--- src/rtl/priority_arbiter_rr.sv ---
// Registered N-way arbiter with a valid/ready grant port.
// Picks one winner by fixed MSB-first priority (RR=0) or round-robin (RR=1) and holds it until accepted.
module priority_arbiter_rr #(
  parameter int unsigned N  = 8,
  parameter bit          RR = 1'b0,
  localparam int unsigned W = (N > 1) ? $clog2(N) : 1
) (
  input  logic         clk,
  input  logic         rst,
  input  logic [N-1:0] req,
  input  logic         gnt_ready,
  output logic         gnt_valid,
  output logic [W-1:0] gnt_idx,
  output logic [N-1:0] gnt_onehot,
  output logic         idle
);

  typedef enum logic {
    S_IDLE  = 1'b0,
    S_GRANT = 1'b1
  } state_e;

  state_e       state_q, state_d;
  logic [W-1:0] idx_q, idx_d;
  logic [W-1:0] ptr_q, ptr_d;
  logic [N-1:0] oh_q, oh_d;
  logic         valid_q, valid_d;
  logic         idle_q, idle_d;
  logic         xfer;
  logic [W-1:0] ptr_next;
  logic [W-1:0] win_idx;

  // Winner selection; RR scans downward from p, wrapping 0 -> N-1, so p itself is top priority.
  function automatic logic [W-1:0] sel_fn(input logic [N-1:0] r, input logic [W-1:0] p);
    logic [W-1:0] win;
    logic [W-1:0] cidx;
    int           c;
    win  = '0;
    cidx = '0;
    if (!RR) begin
      for (int i = 0; i < int'(N); i++) begin
        if (r[W'(i)]) win = W'(i);
      end
    end else begin
      // Iterate lowest priority first so the last hit (k = 0, i.e. p) dominates.
      for (int k = int'(N) - 1; k >= 0; k--) begin
        c = int'(p) - k;
        if (c < 0) c = c + int'(N);
        cidx = W'(c);
        if (r[cidx]) win = cidx;
      end
    end
    return win;
  endfunction

  // Next-state and registered-output logic.
  always_comb begin
    state_d  = state_q;
    idx_d    = idx_q;
    oh_d     = oh_q;
    valid_d  = valid_q;
    idle_d   = idle_q;
    xfer     = valid_q & gnt_ready;
    ptr_next = ptr_q;
    if (RR && xfer) begin
      ptr_next = (idx_q == '0) ? W'(N - 1) : idx_q - W'(1);
    end
    ptr_d   = ptr_next;
    win_idx = sel_fn(req, ptr_next);

    case (state_q)
      S_IDLE: begin
        if (|req) begin
          state_d = S_GRANT;
          idx_d   = win_idx;
          oh_d    = N'(1) << win_idx;
          valid_d = 1'b1;
          idle_d  = 1'b0;
        end
      end
      S_GRANT: begin
        if (xfer) begin
          if (|req) begin
            idx_d = win_idx;
            oh_d  = N'(1) << win_idx;
          end else begin
            state_d = S_IDLE;
            idx_d   = '0;
            oh_d    = '0;
            valid_d = 1'b0;
            idle_d  = 1'b1;
          end
        end
      end
      default: begin
        state_d = S_IDLE;
        idx_d   = '0;
        oh_d    = '0;
        valid_d = 1'b0;
        idle_d  = 1'b1;
      end
    endcase
  end

  always_ff @(posedge clk) begin
    if (rst) begin
      state_q <= S_IDLE;
      idx_q   <= '0;
      oh_q    <= '0;
      ptr_q   <= W'(N - 1);
      valid_q <= 1'b0;
      idle_q  <= 1'b1;
    end else begin
      state_q <= state_d;
      idx_q   <= idx_d;
      oh_q    <= oh_d;
      ptr_q   <= ptr_d;
      valid_q <= valid_d;
      idle_q  <= idle_d;
    end
  end

  assign gnt_valid  = valid_q;
  assign gnt_idx    = idx_q;
  assign gnt_onehot = oh_q;
  assign idle       = idle_q;

endmodule
--- config.mk ---
export PLATFORM = sky130hd
export DESIGN_NAME = priority_arbiter_rr
export DESIGN_NICKNAME = d
export VERILOG_FILES = /design/src/rtl/priority_arbiter_rr.sv
export SDC_FILE = /design/constraint.sdc
export NUM_CORES = 1
export LEC_CHECK = 0
export ABC_AREA = 0
export CORE_AREA = 2 2 39 41
export DETAILED_ROUTE_END_ITERATION = 16
export DIE_AREA = 0 0 41 43
export GPL_TIMING_DRIVEN = 1
export HOLD_SLACK_MARGIN = 0.15
export PLACE_DENSITY_LB_ADDON = 0.12
export RECOVER_POWER = 50
export REMOVE_ABC_BUFFERS = 1
export SYNTH_ARGS = -nofsm -noshare
export SYNTH_HDL_FRONTEND = slang
export SYNTH_SLANG_ARGS = --single-unit
export TNS_END_PERCENT = 10
--- constraint.sdc ---
create_clock -name clk -period 1.66 [get_ports clk]
set_input_delay 0.332 -clock clk [delete_from_list [all_inputs] [get_ports clk]]
set_output_delay 0.332 -clock clk [all_outputs]
set_load 0.02 [all_outputs]
-- Yosys cells after proc, flatten, opt, wreduce, memory -nomap -nowiden
Index checks and enable logic that the tools add are counted.
Widths: inputs -> output; s select.
- equal/unequal tests: 3
- shift operators: 1
- muxes and demuxes: 22
- bitwise logic cells: 2
- reduce and logical (&&, ||, !) cells: 3
- operators by type and width (operator ; number):
    $mux 8 ; 3
    $pmux 8 s2 ; 1
    $mux 3 ; 5
    $mux 1 ; 9
    $reduce_or 8->1 ; 1
    $shl 1x3->8 const A ; 1
    $pmux 1 s2 ; 3
    $pmux 3 s2 ; 1
    $ne 2x2->1 const B ; 2
    $reduce_and 3->1 ; 1
    $ne 2x1->1 const B ; 1
    $reduce_and 2->1 ; 1
    $and 1x1->1 ; 1
    $not 1->1 ; 1
- register bits: 14
- bits of input ports: 11
- output and inout bits: 13
- logic and storage cells: 36

-- Logic depth before layout (Yosys ltp)
- depth after elaboration: 7
- depth in mapped cells: 3
- depth with buffers taken out: 3

-- Least setup slack after synthesis
Ideal clock, no wire load.
- kind: input port to flip-flop
- start: input req[5]
- end: register valid_q, in the netlist gnt_valid
- arrival: 1.256 ns
- data required time: 1.528 ns
- slack: 0.273 ns
- cell stages on the path: 3
- path through: or4_4 > o31ai_1 > a211oi_1
- word-level cells in the longest chain between the ends: 3
- elaborated cells on any way between the ends: 4
- those cells by class: 2 x eq/ne; 2 x reduce/logical
- ends and longest elaborated chain (element ; line ; RTL):
    start, declared ; 10 ; input logic [N-1:0] req,
    $reduce_or 8->1 * ; 73, 83 ;
    $ne 2x2->1 (no line) ; n/a ;
    $reduce_and 3->1 (no line) * ; n/a ;
    end signal, assigned ; 118 ; valid_q <= valid_d;
    end, declared ; 27 ; logic valid_q, valid_d;
Every way passes the cells marked *; elsewhere a longest branch is shown, timed or not.
A chain may end at the register's enable or synchronous reset.

-- Worst setup path in the final report
- start: register valid_q, in the netlist gnt_valid
- end: output gnt_valid
- RTL lines (element ; line ; RTL):
    end, declared ; 12 ; output logic gnt_valid,
No word-level cell between the ends.

==> out/summary.md <==
- switching power: 0.161 mW
- top library cells by usage in the layout, fill and taps aside: clkdlybuf4s50_1, buf_4, dfxtp_1
- number of instances in the placed design: 104
- clock tree skew after final layout: 0.00405 ns
- number of resized instances in the post-cts repair step: 0
- CTS tree: done
- row cnt: 14
- routability congestion estimate: 0.776
- Worst Hold Depth: 2
- worst-case register-to-register setup slack: 0.37 ns
- final critical path time including I/O delays and setup: 1.63 ns
- Core Footprint: 0.00138 mm2
- worst-path cell chain: clkdlybuf4s50_1
- first-pass detailed-route iteration total: 4
- CP max FO: 5
- die span in y: 43 um
- RSZ-0062 raised after global routing: no
- startpoint of the most critical hold path: gnt_onehot[0]
- TNS Setup: 0 ns
- Required @ worst endpoint: 1.33 ns
- Layout fillers: 153
- adder and majority cell fraction of the synthesized area: 0%
- clock latency of the later-clocked register in the worst-skew pair: 0.26 ns
- endpoint of the worst-slack reg-to-reg timing path: gnt_onehot[2]
- flip-flop and latch count after synthesis: 9
- number of cell instances on the worst register-to-register path: 4
- global-route total usage across every layer: 17.3%
- hold-fix buffer count after cts: 0
- Multi-input gate area: 268 um2
- layout cell share with drive strength beyond 1: 18.5%
- leakage dissipation: 0.288 nW
- compound-cell area share of the yosys netlist: 21.8%
- Final Total Pwr: 0.554 mW
- count of final hold-check violations: 0
- final-report max-slew violation count: 0
- Root Buffer Master: clkbuf_4
- run status: completed
- main area contributors after synthesis: dfxtp_1, buf_4, a31oi_1
- Int Power: 0.393 mW
- drt first-iter violations: 10
- number of maximum-capacitance constraint violations: 0
- cell area after synthesis: 488 um2
- final count of negative-setup-slack endpoints: 0
- storage element area: 180 um2
- wire length on met3: 44 um
- maximum number of pins on one net before global-route repair: 10
- GRT overflow: 0
- Worst Path Buf+Inv: 1
- Critical Path AT: 1.30 ns
- share of the synthesized netlist area taken by xor and xnor gates: 0%
- count of vias placed by the detailed router: 546
- area growth from synthesis to layout: 58.2%
- Combinational Power Share: 25.2%
- largest family of logic cells by synthesized area: simple AND/OR/NAND/NOR gates
- instance count of the mapped netlist: 59
- Max Buffers Root-to-Sink: 2
- Max Used Layer: met4
- Largest delay share family, worst path: buffers and inverters
- sequential fraction of the synthesis area: 36.9%
- Detailed Route WL: 1290 um
- Inserted Clock Buffers: 3
- global-route wire length before repair: 2010 um
- area share of the leading cell type in the synthesized netlist: 36.9%
- number of warnings issued by yosys: 0
- post-detailed-route count of antenna-violating nets: 0
- number of distinct library cell variants in the gate-level netlist after synthesis: 26
- post-route design area: 772 um2
- highest clock frequency the design can meet: 614 MHz
- input/output buffers: 18
- Finished Layout Cells: 108
- mean instance size in the synthesized netlist: 8.27 um2
- routed vias/inst: 5.06
- Horiz. Die Dim: 41 um
- DR WL/cell: 11.9 um
- peak supply drop: 0.459 mV
- starting density of the core: 35.3%
- Largest stage delay, worst path: 0.63 ns
- H-tree depth: 1
- Post-Place Cell Area: 759 um2
- most frequent standard cell in the layout excluding fill and tap cells: clkdlybuf4s50_1
- number of global-route vias before repair: 488
- antenna violations before repair: 0
- post-synthesis mux area share: 0%
- WL met1: 592 um
- clock share of power: 31.6%
- hold path endpoint: gnt_onehot[0]
- Ports: 24
- number of nets in the final layout: 104
- post-CTS clock slew at the launch and capture registers of the worst setup and hold paths: 0.07 ns
- met2 wire length: 628 um
- Critical Path Start: gnt_valid
- slowest CP cell: clkdlybuf4s50_1
- classification of the worst-slack hold path: reg -> reg
- crit path launch type: register
- fraction of power consumed by sequential logic: 43.1%
- die area: 0.00176 mm2
- Remaining DRCs: 0
- cell type with the largest total area after synthesis: dfxtp_1
- post-route fraction of the period consumed by the critical path: 98.1%
- Antenna Cells: 0
- power per unit of standard cell area: 718 mW/mm2
- simple-gate share of the synthesized area: 30.5%
- dpl hpwl: 1000 um
- CTS Sinks: 9
- crit path capture type: output pin
- Switching Fraction: 29.0%
- beginning of the worst register-to-register path: state_q
- WS Path Type: reg -> out
- post-CTS setup buffer count: 0
[layout make-up]
class	count	share of cell area [%]
Tap cell	16	2.59
Inverter	2	0.972
Clock buffer	4	3.40
Timing Repair Buffer	31	35.0
Sequential cell	9	23.3
Multi-Input combinational cell	46	34.7
[flip-flops by register name, summed over array words and instances, names as in the netlist]
name        count
gnt_valid       1
gnt_idx         2
idle            1
gnt_onehot      4
state_q         1
[kinds of logic (layout without fill, tap and decap cells)]
| logic type | after synthesis | count (layout) |
|---|---|---|
| AOI/OAI and AO/OA | 16 | 16 |
| buffers and inverters | 8 | 37 |
| DFF | 9 | 9 |
| other | 1 | 5 |
| and+or+nand+nor | 25 | 25 |
[worst max path at each step]
stage,to,slack (ns),cells past startpoint
2_1_floorplan,gnt_valid,0.27,3
4_1_cts,gnt_valid,0.03,1
5_1_grt,gnt_valid,0.002,1
3_3_place_gp,idle,-0.20,4
3_5_place_dp,gnt_valid,-0.22,4
6_report,gnt_valid,0.03,1
[cell usage after synthesis, drive strengths merged]
| master | count |
|---|---|
| dfxtp | 9 |
| nand2 | 7 |
| buf | 6 |
| a31oi | 5 |
| nand3 | 4 |
| nor4 | 4 |
| nor3 | 3 |
| o21ai | 3 |
| a21oi | 2 |
| inv | 2 |
| a211oi | 1 |
| a21bo | 1 |
| a21boi | 1 |
| a221o | 1 |
| conb | 1 |
| nand3b | 1 |
| nand4 | 1 |
| nand4b | 1 |
| nor2 | 1 |
| nor2b | 1 |
| o211ai | 1 |
| o31ai | 1 |
| or3 | 1 |
| or4 | 1 |
[layer usage]
| metal | vias to the layer above | global-route usage [%] |
|---|---|---|
| met5 | - | 0 |
| met4 | 0 | 12.0 |
| met3 | 4 | 3.14 |
| met2 | 11 | 25.0 |
| met1 | 250 | 21.9 |
| li1 | 281 | - |
[power by group through the flow]
stage / registers [mW] / clock network, mW / logic [mW]
floorplan: 0.257 / 0 / 0.0404
global placement: 0.244 / 0 / 0.141
detailed placement: 0.245 / 0 / 0.142
CTS: 0.240 / 0.182 / 0.143
global route: 0.241 / 0.186 / 0.150
finish: 0.239 / 0.175 / 0.140
[stage by stage]
stage | hold slack, ns | utilization, % | worst slack [ns]
after global routing | 0.523 | 55.8 | 0.00230
after global placement | 0.474 | 54.9 | -0.202
after CTS | 0.490 | 56.8 | 0.0279
after floorplan | 0.401 | - | 0.273
final | 0.485 | 55.8 | 0.0313
after detailed placement | 0.472 | 54.9 | -0.216
(Power assumes the default switching activity.)
